<file path="config.mk">
export PLATFORM = sky130hd
export DESIGN_NAME = intermed_wire_seq
export DESIGN_NICKNAME = d
export VERILOG_FILES = /design/src/rtl/intermed_wire_seq.sv
export SDC_FILE = /design/constraint.sdc
export NUM_CORES = 1
export LEC_CHECK = 0
export BUFFER_PORTS_ARGS = -buffer_cell sky130_fd_sc_hd__buf_4
export CAP_MARGIN = 20
export CORE_MARGIN = 1
export CORE_UTILIZATION = 48
export CTS_CLUSTER_DIAMETER = 150
export CTS_CLUSTER_SIZE = 40
export DETAILED_ROUTE_END_ITERATION = 10
export GPL_ROUTABILITY_DRIVEN = 0
export PLACE_DENSITY = 0.74
export REMOVE_ABC_BUFFERS = 1
export SETUP_SLACK_MARGIN = 0.5
export SLEW_MARGIN = 20
export SYNTH_ARGS = -nofsm -noshare
export SYNTH_HDL_FRONTEND = slang
export SYNTH_SLANG_ARGS = --single-unit
</file>
<file path="constraint.sdc">
create_clock -name clk -period 2.05 [get_ports clk]
set_clock_uncertainty 0.05 [all_clocks]
set_input_delay 0.205 -clock clk [delete_from_list [all_inputs] [get_ports clk]]
set_output_delay 0.205 -clock clk [all_outputs]
set_load 0.005 [all_outputs]
</file>
<file path="src/rtl/intermed_wire_seq.sv">
// intermed_wire_seq: sweeps in_vec 0..7 with a programmable dwell and captures the returned datapath outputs per vector
//
// Ports:
//   clk, rst          clock and synchronous active-high reset
//   start             begin one sweep (accepted only in IDLE)
//   dwell             extra hold cycles per vector, sampled at each counter load
//   out_1_in/out_2_in returned datapath outputs
//   in_vec            datapath drive {in_3,in_2,in_1}
//   busy              high while vectors are being applied/sampled
//   done              one-cycle sweep-complete pulse
//   results           {out_2_in,out_1_in} captured for vector k at bits [2k+1:2k]
//   expected/mismatch/err_idx  optional self-check, present only with INTERMED_WIRE_SEQ_CHECK_EN
module intermed_wire_seq #(
  parameter int DWELL_W = 4
) (
  input  logic               clk,
  input  logic               rst,
  input  logic               start,
  input  logic [DWELL_W-1:0] dwell,
  input  logic               out_1_in,
  input  logic               out_2_in,
`ifdef INTERMED_WIRE_SEQ_CHECK_EN
  input  logic [15:0]        expected,
  output logic               mismatch,
  output logic [2:0]         err_idx,
`endif
  output logic [2:0]         in_vec,
  output logic               busy,
  output logic               done,
  output logic [15:0]        results
);
  typedef enum logic [1:0] {IDLE, APPLY, SAMPLE, DONE} state_t;
  state_t             state_q;
  logic [2:0]         k_q;
  logic [DWELL_W-1:0] cnt_q;
  logic [15:0]        results_q;
  logic [2:0]         in_vec_q;
  logic               busy_q;
  logic               done_q;
  logic [1:0]         pair_d;
  logic [2:0]         k_d;
  assign pair_d = {out_2_in, out_1_in};
  assign k_d = k_q + 3'd1;
`ifdef INTERMED_WIRE_SEQ_CHECK_EN
  logic       mismatch_q;
  logic [2:0] err_idx_q;
  logic       diff_d;
  assign diff_d = pair_d != expected[{k_q, 1'b0} +: 2];
  assign mismatch = mismatch_q;
  assign err_idx = err_idx_q;
`endif
  always_ff @(posedge clk) begin
    if (rst) begin
      state_q   <= IDLE;
      k_q       <= '0;
      cnt_q     <= '0;
      results_q <= '0;
      in_vec_q  <= '0;
      busy_q    <= 1'b0;
      done_q    <= 1'b0;
`ifdef INTERMED_WIRE_SEQ_CHECK_EN
      mismatch_q <= 1'b0;
      err_idx_q  <= '0;
`endif
    end else begin
      case (state_q)
        IDLE: if (start) begin
          state_q   <= APPLY;
          k_q       <= '0;
          cnt_q     <= dwell;
          results_q <= '0;
          in_vec_q  <= '0;
          busy_q    <= 1'b1;
`ifdef INTERMED_WIRE_SEQ_CHECK_EN
          mismatch_q <= 1'b0;
          err_idx_q  <= '0;
`endif
        end
        // counter reaching zero is the last APPLY cycle, so APPLY spans dwell+1 cycles
        APPLY: if (cnt_q == '0) state_q <= SAMPLE; else cnt_q <= cnt_q - DWELL_W'(1);
        SAMPLE: begin
          results_q[{k_q, 1'b0} +: 2] <= pair_d;
`ifdef INTERMED_WIRE_SEQ_CHECK_EN
          if (diff_d) begin
            mismatch_q <= 1'b1;
            if (!mismatch_q) err_idx_q <= k_q;
          end
`endif
          // exiting at k==7 keeps the index from ever wrapping
          if (k_q == 3'd7) begin
            state_q  <= DONE;
            in_vec_q <= '0;
            busy_q   <= 1'b0;
            done_q   <= 1'b1;
          end else begin
            state_q  <= APPLY;
            k_q      <= k_d;
            in_vec_q <= k_d;
            cnt_q    <= dwell;
          end
        end
        DONE: begin
          state_q <= IDLE;
          done_q  <= 1'b0;
        end
        default: state_q <= IDLE;
      endcase
    end
  end
  assign in_vec = in_vec_q;
  assign busy = busy_q;
  assign done = done_q;
  assign results = results_q;
endmodule

</file>
After elaboration in Yosys (flattened, before gate mapping)
Index checks and enable logic that the tools add are counted.
{ "op_classes": {"reduce_logical": 11, "add_sub_neg": 3, "eq_ne": 9, "shift": 2, "muxes": 21} }
{ "ops": {"columns": ["cell", "n"], "rows": [
  ["case mux 16 bit (2 select lines)", 1],
  ["bitwise mux 16 bit", 1],
  ["two-way mux 16 bit", 1],
  ["variable shift 2 x 6 -> 16 bit (first input constant)", 1],
  ["indexed part select 2 x 6 -> 16 bit", 1],
  ["two-way mux 4 bit", 3],
  ["case mux 3 bit (2 select lines)", 2],
  ["case mux 4 bit (3 select lines)", 1],
  ["!= test 2 bit (second input constant)", 5],
  ["two-way mux 3 bit", 3],
  ["case mux 2 bit (4 select lines)", 1],
  ["two-way mux 2 bit", 3],
  ["negator 4 -> 6 bit", 1],
  ["AND reduction 2 bit", 3],
  ["AND reduction 3 bit", 2],
  ["== test 2 bit (second input constant)", 2],
  ["logical NOT 4 bit", 1],
  ["case mux 1 bit (2 select lines)", 2],
  ["AND reduction 4 bit", 1],
  ["nonzero test 2 bit", 2],
  ["subtractor 4 x 1 -> 4 bit (second input constant)", 1],
  ["adder 3 x 1 -> 3 bit (second input constant)", 1],
  ["== test 3 bit (second input constant)", 1],
  ["two-way mux 1 bit", 3],
  ["3 further kinds", 3]
]} }
{ "totals": {"input_bits": 9, "output_inout_bits": 21, "regBits": 30, "elab_cells": 53} }

Depth between registers and ports, before layout
{ "logic_depth": {"word_depth": 4, "mapped_depth": 7, "ltp_nobuf": 7} }

Worst setup path after synthesis
Ideal clock, no wire load.
{ "synth_timing": {"path_kind": "reg-to-reg", "startpoint": "register k_q[0]", "endpoint": "register results_q[4], in the netlist results[4]", "slack_ns": 0.055, "synth_period_minus_slack_ns": 1.995, "n_path_buf": 0, "t_arrival_ns": 1.879, "setup_time_ns": 0.065, "path_stages_with_launch": 8, "required_time_ns": 1.935, "path_cell_list": "dfxtp_1 > inv_1 > ha_1 > ha_1 > o31a_1 > and3_4 > mux2_4 > nor2_1"} }
{ "synth_via": {"elab_chain_len": 4, "elab_cells_between_ends": 5, "classes_between": "1 x add/sub; 2 x shift; 2 x mux"} }
{ "synth_lines": {"columns": ["item", "line", "rtl"], "rows": [
  ["from (decl)", "34", "logic [2:0] k_q;"],
  ["from (signal assigned)", "97", "k_q <= k_d;"],
  ["negator 4 -> 6 bit *", "82", "results_q[{k_q, 1'b0} +: 2] <= pair_d;"],
  ["indexed part select 2 x 6 -> 16 bit / variable shift 2 x 6 -> 16 bit (equally long branches)", "82", null],
  ["bitwise mux 16 bit *", "82", null],
  ["case mux 16 bit (2 select lines) *", "66", "case (state_q)"],
  ["to (signal, indexed assignment)", "82", null],
  ["to (decl)", "36", "logic [15:0] results_q;"]
]} }
Mark *: on every way between the ends. The rest lies on a longest branch, timed or not.
A chain may end at the register's enable or synchronous reset.

Worst setup path in the final report
{ "layout_timing": {"startpoint": "register k_q[1]", "endpoint": "register results_q[4], in the netlist results[4]"} }
Same word-level chain as after synthesis.

==> run summary <==
Slew headroom - 74.0%
GR Util All Layers - 22.6%
Post-route design area - 2020 µm²
Type of element capturing the critical path - flop
Post-layout min period - 1.77 ns
Initial antenna violation count - 0
Vias per cell - 5.64
Max cap viols - 0
Number of global-route vias before repair - 1238
Synth top area share - 39.8%
Number of synthesis warnings - 0
Core area - 2880 µm²
Layout cells sized above 1 - 42.4%
Area Growth Syn to Fin - 34.1%
WL/cell - 15.2 µm
Fillcell total - 232
Largest net degree at the start of global routing - 25
Pwr Total - 0.00130 W
Worst-Skew Late Latency - 0.33 ns
Crit Path Category - flop to flop
DRT iter0 DRCs - 41
Peak supply drop - 465 µV
CTS HTree Levels - 2
DP HPWL - 2.48 mm
Critical Path Start Type - flop
PortBufs - 29
CTS clock-pin slew for the worst setup and hold paths - 0.11 ns
I/O pins - 30
Leakage - 0.846 nW
Row count - 19
Final Cycle Share - 86.2%
Total CTS buffers - 5
Die H - 58.1 µm
Worst-Margin Slew - 0.390 ns
Main synth FF type - dfxtp_1
Initial Util - 52.5%
Reg area - 612 µm²
Post-synth EDFFs - 0
Grt total ovfl - 0
Placed cell area - 1760 µm²
Clock sink total - 30
Post-Syn Instances - 159
Layout Nets - 222
Max FO, Critical Path - 4
Chip Width - 58.1 µm
DR vias - 1394
Pins over their slew limit - 0
First-pass DRT Iterations - 4
Drt total wl - 3.76 mm
Top cells by area, synth - dfxtp_1 (40%), ha_1 (7.5%), a32o_1 (6.0%), nor2_1 (4.5%), a21oi_1 (3.0%)
Endpoints failing hold - 0
Cell Area, Synth - 1510 µm²
Clk root buf - clkbuf_4
F_max - 566 MHz
Area of the multi-input gates - 923 µm²
CTS tree - done
Die area - 3370 µm²
Setup TNS - 0 ns
First-pass GRT wire length - 5.69 mm
FF+latch count, synth - 30
PD cells - 643 nW/µm²
# DRC - 0
Bufs on Longest Clock Path - 2
Post-synthesis cell type count - 44
Final Setup Violations - 0
ANT cells - 0
HP Class - primary input to flop
RSZ-0062 raised after global routing - yes
Post-synthesis sequential area ratio - 39.8%
Synth area leader - dfxtp_1
Critical Path AT - 1.99 ns
Post-Syn Area per Cell - 9.50 µm²
Required @ worst endpoint - 2.27 ns
Async SR Flop Fraction - 0%
Status - finished, final reports clean
Post-route ant nets - 0
registers in the layout, indices dropped and copies added (netlist names):
register  flops
cnt_q         4
done          1
results      16
state_q       2
in_vec        3
k_q           3
busy          1
layer usage:
| layer | GRT usage (%) | up-vias | share of wire, % |
|---|---|---|---|
| met5 | 0 | - | 0 |
| met4 | 11.2 | 0 | 2.3 |
| met3 | 6.70 | 10 | 5.8 |
| met2 | 37.3 | 43 | 51 |
| met1 | 26.6 | 672 | 41 |
| li1 | - | 669 | - |
through the flow:
stage          std cells  setup WS [ns]  utilization (%)  hold slack [ns]
2_1_floorplan        152         0.0568                -            0.224
3_3_place_gp         227          0.156             61.3            0.402
3_5_place_dp         227         0.0210             61.3            0.407
4_1_cts              242          0.316             67.7            0.114
5_1_grt              247          0.215             70.4            0.117
6_report             247          0.283             70.4            0.119
power by group:
part	internal, W	switching (W)
Sequential	0.000606	0.0000308
Clock	0.000165	0.000214
Combinational	0.000138	0.000149
Total	0.000909	0.000394
worst paths after layout:
kind               from         end  slack (ns)  depth (start not counted)
max              k_q[1]  results[4]        0.28                          7
min            out_1_in  results[2]        0.12                          2
max reg2reg      k_q[1]  results[4]        0.28                          7
min reg2reg  results[7]  results[7]        0.42                          1
critical path: stages, from the launching register on:
cell and delay [ns]:
dfxtp_4 0.39, inv_4 0.05, ha_4 0.17, ha_4 0.28, o31a_1 0.19, and3_4 0.22
mux2_4 0.30, nor2_2 0.07
cell families after synthesis:
kind of cell	synth area share [%]
flip-flops	39.8
multiplexers	6.13
AO/OA/AOI/OAI	21.0
adder cells (fa/ha/maj)	7.46
AND/OR/NAND/NOR	20.5
buffers and inverters	5.14
cell type report:
type / instances / share of cell area, %
timing repair buffer: 45 / 16.7
clock buffer: 6 / 2.53
tap: 42 / 2.60
sequential: 30 / 30.2
multi-input combinational: 114 / 45.6
clock inverter: 2 / 0.618
inverter: 8 / 1.73
Yosys cell counts (all sizes together), types with 2 or more instances:
cell    count
a21oi       9
a221oi      2
a22oi       2
a31oi       4
a32o        9
and2        5
and2b       2
buf         4
clkbuf      3
dfxtp      30
ha          9
inv         8
mux2        4
mux2i       4
nand2      10
nand2b      2
nand3       5
nand4b      2
nor2       18
nor3        3
nor3b       2
o21a        2
o21ai       6
o21bai      2
layout by cell type (no fill, tap or decap), types with 2 or more instances in the layout:
cell type  instances
buf_4             45
o21a_1             2
inv_4              2
nand4b_1           2
nor2_1            14
o21ai_0            3
a21oi_1            9
ha_1               4
dfxtp_2            3
mux2i_1            4
and2_0             4
nand3_1            4
mux2_4             4
a32o_1             9
nand2b_1           2
clkbuf_4           5
nor3_1             2
o21ai_2            2
a31oi_1            4
ha_4               2
dfxtp_4            2
a22oi_1            2
nor2_2             4
nand2_1           10
ha_2               3
inv_1              6
dfxtp_1           25
repair_timing:
| action | CTS | global route |
|---|---|---|
| pin swaps | 8 | 10 |
| setup buffers | 7 | 5 |
| gates resized for setup | 20 | 13 |
| endpoints found under the setup margin | 21 | 20 |
| hold endpoints to repair | 0 | 0 |
| hold buffers | 0 | 0 |
Power figures use the tool's default switching activity.
